$ cat src/rtl/send_sched_pkg.sv
// Shared types and widths for the packet-send scheduler.
//   sched_state_t : scheduler FSM states
//   ADDR_W        : width of the packet start RAM address
//   CNT_W         : width of the issued/skipped statistics counters
package send_sched_pkg;

  localparam int ADDR_W = 25;
  localparam int CNT_W  = 16;

  typedef enum logic [2:0] {
    IDLE  = 3'd0,
    WAIT1 = 3'd1,
    HOLD1 = 3'd2,
    WAIT2 = 3'd3,
    HOLD2 = 3'd4
  } sched_state_t;

endpackage

$ cat src/rtl/sched_sat_cnt.sv
// Saturating statistics counter: counts inc pulses and sticks at all-ones.
//   clk   : clock
//   rst   : asynchronous, active-high clear
//   inc   : count enable for one cycle
//   count : current value, registered
module sched_sat_cnt
  import send_sched_pkg::*;
(
  input  logic             clk,
  input  logic             rst,
  input  logic             inc,
  output logic [CNT_W-1:0] count
);

  always_ff @(posedge clk or posedge rst) begin
    if (rst) begin
      count <= '0;
    end else if (inc && (count != {CNT_W{1'b1}})) begin
      count <= count + 1'b1;
    end
  end

endmodule

$ cat src/rtl/pkt_send_scheduler.sv
// Periodic transmit scheduler for the two packet-sender channels.
// Alternates send commands between channel 1 and channel 2, each held high
// for CMD_HOLD cycles and accompanied by its RAM start address. Commands are
// only issued while go = mac_inited & rx_ready; a slot whose channel reports
// busy on its timeout cycle is skipped and the other channel's wait begins.
//
// Optional feature macro: SEND_SCHED_STATS_EN enables the issued/skipped
// counters; without it those outputs read 0 and no counter logic exists.
//
// Ports:
//   clk_50_pll, main_reset (async, active-high)
//   mac_inited, rx_ready     : scheduling enable inputs
//   busy_1, busy_2           : channel busy, sampled on the timeout cycle
//   cmd_send_1/2             : registered send commands
//   start_ram_addr_1/2       : registered packet start addresses
//   issued_1/2, skipped_1/2  : registered saturating statistics
module pkt_send_scheduler
  import send_sched_pkg::*;
#(
  parameter int unsigned       PERIOD   = 100_000_000,
  parameter int unsigned       GAP      = 16_777_216,
  parameter int unsigned       CMD_HOLD = 3,
  parameter logic [ADDR_W-1:0] ADDR_1   = 25'd1,
  parameter logic [ADDR_W-1:0] ADDR_2   = 25'd1
) (
  input  logic              clk_50_pll,
  input  logic              main_reset,
  input  logic              mac_inited,
  input  logic              rx_ready,
  input  logic              busy_1,
  input  logic              busy_2,
  output logic              cmd_send_1,
  output logic              cmd_send_2,
  output logic [ADDR_W-1:0] start_ram_addr_1,
  output logic [ADDR_W-1:0] start_ram_addr_2,
  output logic [CNT_W-1:0]  issued_1,
  output logic [CNT_W-1:0]  issued_2,
  output logic [CNT_W-1:0]  skipped_1,
  output logic [CNT_W-1:0]  skipped_2
);

  if (PERIOD < 2) begin : g_bad_period
    $error("pkt_send_scheduler: PERIOD must be at least 2");
  end
  if (GAP < 2) begin : g_bad_gap
    $error("pkt_send_scheduler: GAP must be at least 2");
  end
  if (CMD_HOLD < 1) begin : g_bad_hold
    $error("pkt_send_scheduler: CMD_HOLD must be at least 1");
  end

  // Terminal timer values: a state of length L leaves when timer == L-1.
  localparam logic [31:0] PERIOD_LAST = 32'(PERIOD - 1);
  localparam logic [31:0] GAP_LAST    = 32'(GAP - 1);
  localparam logic [31:0] HOLD_LAST   = 32'(CMD_HOLD - 1);

  sched_state_t state, state_nxt;
  logic [31:0]  timer;
  logic         go;
  logic         timeout_1, timeout_2;
  logic         issue_1, issue_2;

  assign go        = mac_inited & rx_ready;
  assign timeout_1 = go && (state == WAIT1) && (timer == PERIOD_LAST);
  assign timeout_2 = go && (state == WAIT2) && (timer == GAP_LAST);
  assign issue_1   = timeout_1 & ~busy_1;
  assign issue_2   = timeout_2 & ~busy_2;

  always_comb begin
    state_nxt = state;
    case (state)
      IDLE:    state_nxt = WAIT1;
      WAIT1:   if (timer == PERIOD_LAST) state_nxt = busy_1 ? WAIT2 : HOLD1;
      HOLD1:   if (timer == HOLD_LAST)   state_nxt = WAIT2;
      WAIT2:   if (timer == GAP_LAST)    state_nxt = busy_2 ? WAIT1 : HOLD2;
      HOLD2:   if (timer == HOLD_LAST)   state_nxt = WAIT1;
      default: state_nxt = IDLE;
    endcase
    // Losing go overrides everything, including the IDLE exit.
    if (!go) state_nxt = IDLE;
  end

  always_ff @(posedge clk_50_pll or posedge main_reset) begin
    if (main_reset) begin
      state <= IDLE;
      timer <= '0;
    end else begin
      state <= state_nxt;
      // Timer restarts on every state change and rests at 0 in IDLE.
      if ((state_nxt != state) || (state_nxt == IDLE)) timer <= '0;
      else                                             timer <= timer + 32'd1;
    end
  end

  // Commands are registered copies of the next state, so they rise and fall
  // on the very edge the FSM enters or leaves a HOLD state.
  always_ff @(posedge clk_50_pll or posedge main_reset) begin
    if (main_reset) begin
      cmd_send_1       <= 1'b0;
      cmd_send_2       <= 1'b0;
      start_ram_addr_1 <= '0;
      start_ram_addr_2 <= '0;
    end else begin
      cmd_send_1 <= (state_nxt == HOLD1);
      cmd_send_2 <= (state_nxt == HOLD2);
      if (issue_1) start_ram_addr_1 <= ADDR_1;
      if (issue_2) start_ram_addr_2 <= ADDR_2;
    end
  end

`ifdef SEND_SCHED_STATS_EN
  logic skip_1, skip_2;
  assign skip_1 = timeout_1 & busy_1;
  assign skip_2 = timeout_2 & busy_2;

  sched_sat_cnt u_issued_1  (.clk(clk_50_pll), .rst(main_reset), .inc(issue_1), .count(issued_1));
  sched_sat_cnt u_issued_2  (.clk(clk_50_pll), .rst(main_reset), .inc(issue_2), .count(issued_2));
  sched_sat_cnt u_skipped_1 (.clk(clk_50_pll), .rst(main_reset), .inc(skip_1),  .count(skipped_1));
  sched_sat_cnt u_skipped_2 (.clk(clk_50_pll), .rst(main_reset), .inc(skip_2),  .count(skipped_2));
`else
  assign issued_1  = '0;
  assign issued_2  = '0;
  assign skipped_1 = '0;
  assign skipped_2 = '0;
`endif

endmodule

$ cat config.mk
export PLATFORM = sky130hd
export DESIGN_NAME = pkt_send_scheduler
export DESIGN_NICKNAME = d
export VERILOG_FILES = /design/src/rtl/send_sched_pkg.sv /design/src/rtl/sched_sat_cnt.sv /design/src/rtl/pkt_send_scheduler.sv
export SDC_FILE = /design/constraint.sdc
export NUM_CORES = 1
export LEC_CHECK = 0
export ABC_AREA = 1
export ABC_CLOCK_PERIOD_IN_PS = 4500
export CAP_MARGIN = 20
export CORE_ASPECT_RATIO = 1.4
export CORE_MARGIN = 2
export CORE_UTILIZATION = 40
export CTS_BUF_LIST = sky130_fd_sc_hd__clkbuf_4
export DETAILED_ROUTE_END_ITERATION = 10
export DONT_BUFFER_PORTS = 1
export PLACE_DENSITY = 0.62
export SYNTH_ARGS = -nofsm -noshare
export SYNTH_HDL_FRONTEND = slang
export SYNTH_SLANG_ARGS = --single-unit
$ cat constraint.sdc
create_clock -name clk_50_pll -period 4.5 [get_ports clk_50_pll]
set_input_delay 1.35 -clock clk_50_pll [delete_from_list [all_inputs] [get_ports clk_50_pll]]
set_output_delay 1.35 -clock clk_50_pll [all_outputs]
set_load 0.005 [all_outputs]
==> results of run 1 <==
[cell usage after synthesis (all sizes together)]
| master | n | area (sq um) |
|---|---|---|
| buf | 115 | 875 |
| nor2 | 80 | 410 |
| nand2 | 70 | 270 |
| dfrtp | 39 | 976 |
| inv | 37 | 139 |
| xor2 | 19 | 166 |
| nand3 | 16 | 90.1 |
| nand4 | 8 | 50.1 |
| xnor2 | 7 | 61.3 |
| nor3 | 5 | 25.0 |
| o21ai | 5 | 28.8 |
| a21oi | 4 | 23.8 |
| nor4 | 3 | 18.8 |
| and2 | 2 | 13.8 |
| ha | 2 | 25.0 |
| o21bai | 2 | 15.0 |
| conb | 1 | 3.75 |
[sequential cells by signal, indices dropped and copies added (netlist names)]
register / count
timer: 32
state: 3
cmd_send_1: 1
cmd_send_2: 1
start_ram_addr_1: 1
start_ram_addr_2: 1
[power groups by stage]
stage	clock (W)	combinational (W)	sequential [W]
3_5_place_dp	0	0.0000463	0.000360
6_report	0.000230	0.0000476	0.000353
2_1_floorplan	0	0.000114	0.000359
3_3_place_gp	0	0.0000458	0.000360
4_1_cts	0.000240	0.0000463	0.000353
5_1_grt	0.000253	0.0000585	0.000353
[per-layer routing]
layer / vias to the layer above / wire [um] / GRT usage
met5: - / 0 / 0
met4: 0 / 78 / 0.0554
met3: 8 / 270 / 0.0230
met2: 84 / 2800 / 0.229
met1: 993 / 2080 / 0.137
li1: 1048 / - / -
[cells by family after synthesis]
logic type / synth area share
compound gates: 0.0212
xor+xnor: 0.0713
fa+ha+maj: 0.00784
buf+inv: 0.318
flops: 0.306
other cells: 0.00117
simple gates: 0.275
[worst register-to-register path: cells and delay by family (launching register included)]
kind	cells	cell delay, ns
fa+ha+maj	1	0.19
flops	1	0.39
simple gates	13	1.94
[cell type report]
type,count,area [sq um],area share
Clock inverter,3,38.8,0.0132
Inverter,37,139,0.0472
Timing Repair Buffer,1,7.51,0.00255
Multi-Input combinational cell,335,1620,0.550
Tap cell,100,125,0.0425
Sequential cell,39,976,0.332
Clock buffer,5,37.5,0.0128
[per-stage QoR]
stage,instances,area [sq um],setup WS (ns)
global placement,512,2870,1.65
floorplan,526,3610,2.21
detailed placement,512,2870,1.59
finish,520,2940,1.84
CTS,520,2940,1.84
global route,520,2940,1.51
[worst min-delay path by stage]
stage                                  start            endpoint  slack [ns]  cells after the start
after floorplan           timer[0]$_DFF_PP0_  timer[0]$_DFF_PP0_        0.43                      1
after global placement    timer[0]$_DFF_PP0_  timer[0]$_DFF_PP0_        0.45                      1
after detailed placement  timer[0]$_DFF_PP0_  timer[0]$_DFF_PP0_        0.46                      1
after CTS                 timer[0]$_DFF_PP0_  timer[0]$_DFF_PP0_        0.47                      1
after global routing      timer[0]$_DFF_PP0_  timer[0]$_DFF_PP0_        0.53                      1
final                     timer[0]$_DFF_PP0_  timer[0]$_DFF_PP0_        0.47                      1
[cells in the final DEF (no fill, tap or decap), types with 4 or more instances in the layout]
master,netlist,layout
nor2_1,46,46
xnor2_1,7,7
inv_1,37,37
nor2_2,29,29
nand2_1,67,67
o21ai_0,4,4
xor2_1,19,19
nor3_1,5,5
dfrtp_1,39,39
nand4_1,8,8
nor2_4,5,5
conb_1,1,112
nand3_1,14,14
clkbuf_4,0,5
==> results.cfg, run 1 <==
[floorplanning]
die_w_um = 79.5
core_sq_mm = 0.00775
io-pin-count = 122
rows = 38
die_h_um = 110
dieArea_sq_mm = 0.00872
initial_core_util = 0.412

[clock_tree]
clock_sinks = 39
postCtsSetupRepairBufs = 0
cts_tree = done
cts_buffers = 5
cts-root-buf = clkbuf_4
htree_levels = 2
cts_buffer_depth = 2
cts_resized = 0
clock_latency_ns = 0.34
clkTransAtPathRegs_ns = 0.11
cts_hold_repair.buffers = 0

[timing]
fin_crit_sh = 0.591
hold_ws_ns = 0.471
rsz0062_at_grt = no
min_period_ns = 2.66
final_max_slew_viol_count = 0
finalSetupViolCount = 0
hold_viol = 0
relSlewSlack = 0.339
worst_clock_skew_ns = 0.00591
setup_tns_ns = 0
fmax_mhz = 376
tightest_slew_ns = 0.989

[critical_path]
critPathKind = reg2reg
critPathCapture = timer[0]$_DFF_PP0_
rrSetupSlack_ns = 1.84
path_depth = 14
path_cells = ha_1, nand2_1, nor2_4, nand2_1, nor2_1, nand3_1, nand2_1, nand3_2, nand2_2, nand2_1, nand2_1, nand2_1, nand2_2, nor2_1
critPathMaxStageDelay_ns = 0.71
required_ns = 4.70
cp_max_fo = 32
end_kind = register
cp.arrival_ns = 2.86
cp_common_cell = nand2_1
path_buf_inv = 0
r2r_cells = 14
cp-start-kind = register
cp_top_family = simple AND/OR/NAND/NOR gates
rr_startpoint = timer[0]$_DFF_PP0_
crit_start = timer[0]$_DFF_PP0_
reg2reg_to = timer[0]$_DFF_PP0_
critical-path-slowest-cell = nand2_2

[detailed_routing]
vias_per_cell = 4.10
drt-initial-drc-count = 88
drt-pass1-iter-count = 4
wl_per_cell_um = 10.0
vias = 2133
drc = 0
final_antenna_net_count = 0
drt-total-wl_um = 5230

[global_route]
grt_max_degree = 40
grt_antenna_before_repair = 0
grt_pass1_wl_um = 8520
grtUsageTotal = 0.124
grt_overflow = 0
grt_pass1_vias = 1949

[outcome]
status = complete, no violations

[pwr]
irDropWorstVdd_v = 0.000107
power_switching_w = 0.000160
cellLeakagePower_nw = 1.43
seq_power_share = 0.560
power_density_mw_per_mm2 = 214
power.internal_w = 0.000470
power_w = 0.000630
sw_frac_of_total = 0.254
p_comb_frac = 0.075
pwr-share-clk = 0.365

[yosys]
synth-seq-cells = 39
netlist_instances = 415
yosys_warnings = 0
ys_types = 25
avgSynthCellArea_sq_um = 7.69
synth_seq_area_share = 0.306
syn_area_sq_mm = 0.00319

[place]
port-buffer-count = 0
gp_congestion = 0.888
hpwl_um = 4060

[layout]
utilization = 0.380
syn2layout_area_growth_pct = -7.80
nets = 427
antennaDiodeCount = 0
n_fill_cell = 823
drive_above_1_share = 0.119

[run]
max-cap-violations = 0

[min_path]
hp-class = reg2reg
(Power assumes the default switching activity.)
==> run 2: changes to the inputs <==
Settings changed: ABC_CLOCK_PERIOD_IN_PS 4500 to 2750.
Clock period 4.5 ns to 2.75 ns, I/O delays scaled along.
==> results.cfg, run 2 (synthesis results as in run 1) <==
[clock_tree]
htree_levels = 2
cts_tree = done
clock_latency_ns = 0.34
cts_hold_repair.buffers = 0
postCtsSetupRepairBufs = 0
cts_buffer_depth = 2
cts_buffers = 5
clock_sinks = 39
cts_resized = 0
clkTransAtPathRegs_ns = 0.12
cts-root-buf = clkbuf_4

[critical_path]
rr_startpoint = timer[0]$_DFF_PP0_
critical-path-slowest-cell = nor4_1
cp-start-kind = register
critPathKind = reg2reg
rrSetupSlack_ns = 0.37
path_cells = ha_1, nand2_1, nor2_4, nand4_1, nor4_1, nand4_1, xor2_1, inv_1, nor2_2
end_kind = register
r2r_cells = 9
cp_common_cell = nand4_1
reg2reg_to = timer[30]$_DFF_PP0_
critPathMaxStageDelay_ns = 0.70
cp.arrival_ns = 2.62
required_ns = 2.99
cp_max_fo = 5

[min_path]
hp-class = in2async

[layout]
multi_input_area_sq_mm = 0.00162
nets = 428
antennaDiodeCount = 0
n_fill_cell = 851
layout_commonest_cell = conb_1
register_area_sq_um = 976
layout_common_cells = conb_1, nand2_1, nor2_1
syn2layout_area_growth_pct = -7.92
reg.largest.list = timer x32, state x3
largest-register = timer
drive_above_1_share = 0.119
largest_register_ffs = 32

[global_route]
grtUsageTotal = 0.125
grt_pass1_vias = 1972
grt_antenna_before_repair = 0
grt_overflow = 0
grt_pass1_wl_um = 8600
grt_max_degree = 40

[pwr]
power_density_mw_per_mm2 = 322
cellLeakagePower_nw = 1.43
irDropWorstVdd_v = 0.000209
power_w = 0.000947

[detailed_routing]
vias = 2130
vias_per_cell = 4.09
drt-total-wl_um = 5260
final_antenna_net_count = 0
drt-initial-drc-count = 79
wl_per_cell_um = 10.1
drc = 0
drt-pass1-iter-count = 4

[floorplanning]
dieArea_sq_mm = 0.00872
rows = 38
io-pin-count = 122
die_h_um = 110
core_sq_mm = 0.00775
initial_core_util = 0.412
die_w_um = 79.5

[timing]
worst_slack_ns = 0.367
final_max_slew_viol_count = 0
tightest_slew_ns = 0.855
fin_crit_sh = 0.867
setup_tns_ns = 0
hold_viol = 0
min_period_ns = 2.38
fmax_mhz = 420
relSlewSlack = 0.425
rsz0062_at_grt = no
finalSetupViolCount = 0
worst_clock_skew_ns = 0.00849

[place]
port-buffer-count = 0
hpwl_um = 4150
place_ws_ns = 0.373
gp_congestion = 0.909

[outcome]
status = complete, no violations

[run]
max-cap-violations = 0
run 2: changes by cell type in the layout (fill, tap and decap cells not counted), sizes merged:
cell    previous run  this run
bufinv             1         0
clkbuf             5         6
buf                1         2
run 2: final cells by class:
type,instances,share of cell area
clock inverters,2,0.00255
flip-flops and latches,39,0.332
well taps,100,0.0426
clock buffers,6,0.0153
inverters,37,0.0473
multi-input cells,335,0.551
repair buffers,2,0.00937
run 2: through the flow:
stage	utilization	instances	hold slack (ns)	instance area, sq um
after detailed placement	0.372	513	0.472	2890
after CTS	0.379	521	0.486	2940
after global placement	0.372	513	0.442	2890
after global routing	0.379	521	0.503	2940
final	0.379	521	0.459	2940
after floorplan	-	526	0.432	3610
run 2: critical path, delay by kind of cell, from the launching register on:
kind	cells	cell delay, ns
xor gates and xnor gates	1	0.20
adders and majority gates	1	0.20
buffers and inverters	1	0.06
DFF	1	0.40
and+or+nand+nor	6	1.42
run 2: where the power goes:
| part | internal [W] | total [W] | switching, W |
|---|---|---|---|
| logic | 0.0000104 | 0.0000816 | 0.0000712 |
| registers | 0.000575 | 0.000577 | 0.00000223 |
| clock network | 0.000105 | 0.000288 | 0.000183 |
run 2: worst max-delay path by stage:
stage / from / endpoint / slack (ns) / cells after the start
floorplan: timer[0]$_DFF_PP0_ / timer[7]$_DFF_PP0_ / 0.86 / 15
global placement: timer[0]$_DFF_PP0_ / timer[30]$_DFF_PP0_ / 0.45 / 9
detailed placement: timer[0]$_DFF_PP0_ / timer[30]$_DFF_PP0_ / 0.37 / 9
CTS: timer[0]$_DFF_PP0_ / timer[30]$_DFF_PP0_ / 0.36 / 9
global route: timer[0]$_DFF_PP0_ / timer[30]$_DFF_PP0_ / 0.13 / 9
finish: timer[0]$_DFF_PP0_ / timer[30]$_DFF_PP0_ / 0.37 / 9
run 2: metal layers:
layer | vias to the layer above | wire, um | GRT usage | share of wire
met1 | 974 | 1960 | 0.134 | 0.37
met3 | 15 | 296 | 0.0246 | 0.056
met2 | 89 | 2820 | 0.230 | 0.54
met5 | - | 0 | 0 | 0
met4 | 0 | 181 | 0.0628 | 0.034
li1 | 1052 | - | - | -
